$ cat src/rtl/prog_interval_timer.sv
// prog_interval_timer: multi-channel programmable down-counter timer with shared prescaler
module prog_interval_timer #(
    parameter int WIDTH    = 16,
    parameter int CHANNELS = 3,
    parameter int PRESCALE = 1,
    parameter int SELW     = (CHANNELS > 1) ? $clog2(CHANNELS) : 1
) (
    input  logic                clk_in,
    input  logic                rst,
    input  logic                wr_en,
    input  logic [SELW-1:0]     wr_sel,
    input  logic [1:0]          wr_mode,
    input  logic [WIDTH-1:0]    wr_data,
    input  logic [CHANNELS-1:0] gate,
    input  logic [SELW-1:0]     rd_sel,
    output logic [WIDTH-1:0]    rd_count,
    output logic [CHANNELS-1:0] out,
    output logic [CHANNELS-1:0] irq
);
    localparam int PW = (PRESCALE > 1) ? $clog2(PRESCALE) : 1;
    localparam logic [1:0] M_ONE = 2'd0, M_RATE = 2'd1, M_SQ = 2'd2, M_OFF = 2'd3;

    logic [PW-1:0]                  pre_q, pre_d;
    logic                           tick;
    logic [CHANNELS-1:0][WIDTH-1:0] cnt_q, cnt_d, rel_q, rel_d;
    logic [CHANNELS-1:0][1:0]       mode_q, mode_d;
    logic [CHANNELS-1:0]            run_q, run_d, out_q, out_d, irq_q, irq_d, en, term;

    // a zero count or reload stands for 2^WIDTH
    function automatic logic [WIDTH:0] ext(input logic [WIDTH-1:0] v);
        return (v == '0) ? {1'b1, {WIDTH{1'b0}}} : {1'b0, v};
    endfunction

    // prescaler wraps at PRESCALE-1 and emits the shared count tick there
    always_comb begin
        tick  = pre_q == PW'(PRESCALE - 1);
        pre_d = tick ? '0 : pre_q + 1'b1;
    end

    // per-channel next state: decrement/reload, output level, terminal pulse; a write overrides all
    always_comb begin
        for (int i = 0; i < CHANNELS; i++) begin
            en[i]     = tick & gate[i] & run_q[i];
            term[i]   = en[i] & (cnt_q[i] == WIDTH'(1));
            rel_d[i]  = rel_q[i];
            mode_d[i] = mode_q[i];
            cnt_d[i]  = !en[i] ? cnt_q[i] :
                        (term[i] && mode_q[i] != M_ONE) ? rel_q[i] : cnt_q[i] - 1'b1;
            run_d[i]  = run_q[i] & ~(term[i] & (mode_q[i] == M_ONE));
            irq_d[i]  = term[i];
            out_d[i]  = (mode_q[i] == M_ONE)  ? (out_q[i] | term[i]) :
                        (mode_q[i] == M_RATE) ? ~term[i] :
                        (mode_q[i] == M_SQ)   ? (ext(cnt_d[i]) > (ext(rel_q[i]) >> 1)) : 1'b0;
            if (wr_en && wr_sel == SELW'(i)) begin
                rel_d[i]  = wr_data;
                mode_d[i] = wr_mode;
                cnt_d[i]  = wr_data;
                run_d[i]  = wr_mode != M_OFF;
                out_d[i]  = (wr_mode == M_RATE) || (wr_mode == M_SQ);
                irq_d[i]  = 1'b0;
            end
        end
    end

    // state registers, asynchronously cleared to disabled idle channels
    always_ff @(posedge clk_in or posedge rst) begin
        if (rst) begin
            pre_q  <= '0;
            cnt_q  <= '0;
            rel_q  <= '0;
            mode_q <= '1;
            run_q  <= '0;
            out_q  <= '0;
            irq_q  <= '0;
        end else begin
            pre_q  <= pre_d;
            cnt_q  <= cnt_d;
            rel_q  <= rel_d;
            mode_q <= mode_d;
            run_q  <= run_d;
            out_q  <= out_d;
            irq_q  <= irq_d;
        end
    end

    // count read-back; selects beyond the last channel read as zero
    always_comb begin
        rd_count = '0;
        for (int i = 0; i < CHANNELS; i++)
            if (rd_sel == SELW'(i)) rd_count = cnt_q[i];
    end

    assign out = out_q;
    assign irq = irq_q;
endmodule

$ cat config.mk
export PLATFORM = sky130hd
export DESIGN_NAME = prog_interval_timer
export DESIGN_NICKNAME = d
export VERILOG_FILES = /design/src/rtl/prog_interval_timer.sv
export SDC_FILE = /design/constraint.sdc
export NUM_CORES = 1
export LEC_CHECK = 0
export ABC_AREA = 1
export ABC_CLOCK_PERIOD_IN_PS = 4800
export BUFFER_PORTS_ARGS = -buffer_cell sky130_fd_sc_hd__clkbuf_2
export CORE_AREA = 2 2 142 158
export CTS_CLUSTER_SIZE = 28
export DETAILED_ROUTE_END_ITERATION = 6
export DIE_AREA = 0 0 144 160
export GPL_TIMING_DRIVEN = 0
export PLACE_DENSITY = 0.58
export SYNTH_ARGS = -nofsm -noshare
export SYNTH_HDL_FRONTEND = slang
export SYNTH_SLANG_ARGS = --single-unit
$ cat constraint.sdc
create_clock -name clk_in -period 4.8 [get_ports clk_in]
set_clock_uncertainty 0.15 [all_clocks]
set_input_delay 0.72 -clock clk_in [delete_from_list [all_inputs] [get_ports clk_in]]
set_output_delay 0.72 -clock clk_in [all_outputs]
set_load 0.05 [all_outputs]
==> run_results.csv <==
group,metric,value,unit
placement,io_buffer_count,49,
cells_and_area,diodes,0,
critical_path,start_kind,"flop",
die,coreArea,0.02161,mm²
clock_tree,cts_buffer_depth,2,
drt,dr.pass1.iters,5,
cells_and_area,final_cell_mix,"477 x nand2_1, 158 x inv_1, 119 x nand3_1",
critical_path,cpPeakStageDelay,0.44,ns
drt,routed_via_density,5.258,
critical_path,cp_num_buf_inv,2,
hold_path,min_path_type,"primary input to asynchronous set/reset pin",
critical_path,worst_setup_path_startpoint,"cnt_q[1]$_DFF_PP0_",
power,peakVddDrop,0.1946,mV
clock_tree,clk_latency,0.36,ns
critical_path,cp_top_family,"simple AND/OR/NAND/NOR gates",
cells_and_area,final_common_cell,"nand2_1",
timing,rsz0062_at_grt,"false",
timing,worst_pin_slew,0.9304,ns
critical_path,critPathArrivalTime,3.66,ns
clock_tree,clock_sinks,111,
drt,dr_total_vias,8697,
clock_tree,cts-hold-fix-buffers,0,
synth,synth.distinct_cells,39,
timing,setup_viol,0,
critical_path,crit_fanout,10,
synth,synthDominantCellAreaShare,30.98,%
power,p_leak,0.004971,µW
power,total_power,4659,µW
synth,async_reset_ff_share,100.0,%
synth,synth_area_per_cell,6.559,µm²
cells_and_area,final.fill_count,2343,
clock_tree,cts_max_level,3,
timing,relSlewSlack,37.50,%
global_route,grt_pass1_vias,8250,
die,ios,50,
global_route,overflow,0,
synth,ys_seq_area_share,32.84,%
cells_and_area,postLayoutCoreUtil,43.52,%
status,status,"finished clean",
critical_path,worstReg2RegStart,"cnt_q[1]$_DFF_PP0_",
timing,tns,0,ns
drt,drt-total-wl,30180,µm
placement,place.gp.congestion,0.9413,
cells_and_area,area_growth,10.90,%
critical_path,crit_top_cell,"nand2_1",
synth,ys_seq_elements,111,
die,chipHeight,160,µm
global_route,antenna_found_initial,0,
critical_path,worstSetupPathType,"flop to flop",
drt,ant_nets,0,
cells_and_area,instances_no_fill,1654,
placement,dp_hpwl,23700,µm
critical_path,endpoint_kind,"flop",
flow_run,drv_cap,0,
clock_tree,cts_tree,"done",
power,p_per_area,495.4,mW/mm²
clock_tree,cts_buffers,9,
timing,fmax,281.0,MHz
synth,syn_area,0.008481,mm²
synth,synth_area_leaders,"dfrtp_1 31%, nand2_1 21%, ha_1 8.1%, inv_1 7.0%, nand3_1 7.0%",
drt,drtIter0Drc,843,
synth,syn_inst,1293,
drt,drcViolationCount,0,
die,dieArea,0.02304,mm²
synth,yosys_warnings,0,
cells_and_area,register_area,0.002785,mm²
placement,dp_cells,1638,
cells_and_area,final_nets,1437,
die,rows,57,
timing,period_share,74.14,%
timing,drv_slew,0,
clock_tree,post_cts_buffers,0,
global_route,grt_max_degree,68,
clock_tree,clk_pin_slew,0.08,ns
clock_tree,cts_root_buffer,"clkbuf_16",
die,die_x,144,µm
timing,min_period,3.559,ns
clock_tree,cts_repair_resize_count,0,
die,start_util,39.24,%
critical_path,critPathSlowestCell,"dfrtp_1",
synth,syn-num-nets,1376,
global_route,grt_pass1_wl,46540,µm
synth,synth_ff_type,"dfrtp_1",
synth,yosys.area.top_type,"dfrtp_1",
cells_and_area,multiInputGateArea,0.004876,mm²
timing,finalHoldViolations,0,
critical_path,cp.required,4.91,ns
cells_and_area,drive_gt1_share,9.051,%
drt,wl_per_cell,18.24,µm
synth,synth_edf_count,0,
global_route,grt_usage,26.79,%
==> power by group <==
group	internal (µW)	switching [µW]	leakage [µW]
sequential	1170	279	0.00136
clock	368	386	0.000135
combinational	759	1690	0.00347
==> through the flow <==
step,hold slack [ns],worst slack (ns),area [µm²]
CTS,0.2379,1.236,9405
finish,0.2196,1.241,9405
floorplan,0.3030,1.009,8481
global placement,0.3187,-0.5870,9095
global route,0.2535,0.8766,9405
detailed placement,0.3495,0.9649,9128
==> cell usage after synthesis, types with 6 or more instances <==
master,count
dfstp_2,6
dfrtp_1,105
inv_1,159
ha_1,55
nor3_1,7
nor2_4,10
nand3_1,119
clkbuf_1,27
nor4_1,12
nand2_2,10
o221ai_1,14
a21oi_1,20
nor2_2,7
nor2_1,107
o21ai_0,79
nand4_1,31
nand2_1,477
==> logic make-up after synthesis <==
logic type      share of synthesized area (%)
buf+inv                                 9.663
xor+xnor                               0.6196
flops                                   32.84
compound gates                          8.454
fa+ha+maj                               8.114
simple gates                            40.31
==> state kept, by name, indices dropped and copies added (netlist names) <==
register	cells
cnt_q	48
irq	3
mode_q	6
out	3
rel_q	48
run_q	3
==> cell type report <==
class / instances / share of cell area (%)
clock inverter: 5 / 0.3725
buffer: 40 / 2.115
timing repair buffer: 50 / 2.900
clock buffer: 11 / 2.581
tap: 295 / 3.924
multi-input combinational: 977 / 51.84
sequential: 111 / 29.61
inverter: 165 / 6.652
==> metal layers <==
metal / routed length [µm] / up-vias / GRT usage (%) / share of wire (%)
li1: - / 4287 / - / -
met1: 13450 / 4112 / 36.36 / 45
met2: 13780 / 245 / 42.94 / 46
met5: 0 / - / 0 / 0
met3: 1719 / 53 / 3.688 / 5.7
met4: 1227 / 0 / 10.87 / 4.1
==> worst paths after layout <==
| kind | slack [ns] | end | depth (start not counted) |
|---|---|---|---|
| setup / recovery | 1.24 | out[0]$_DFF_PP0_ | 26 |
| hold / removal | 0.22 | cnt_q[7]$_DFF_PP0_ | 2 |
| min in group clk_in | 0.36 | mode_q[5]$_DFFE_PP1P_ | 2 |
| hold reg to reg | 0.36 | mode_q[5]$_DFFE_PP1P_ | 2 |
| setup reg to reg | 1.24 | out[0]$_DFF_PP0_ | 26 |
| max in group asynchronous | 3.54 | rel_q[25]$_DFFE_PP0P_ | 3 |
(Power assumes the default switching activity.)
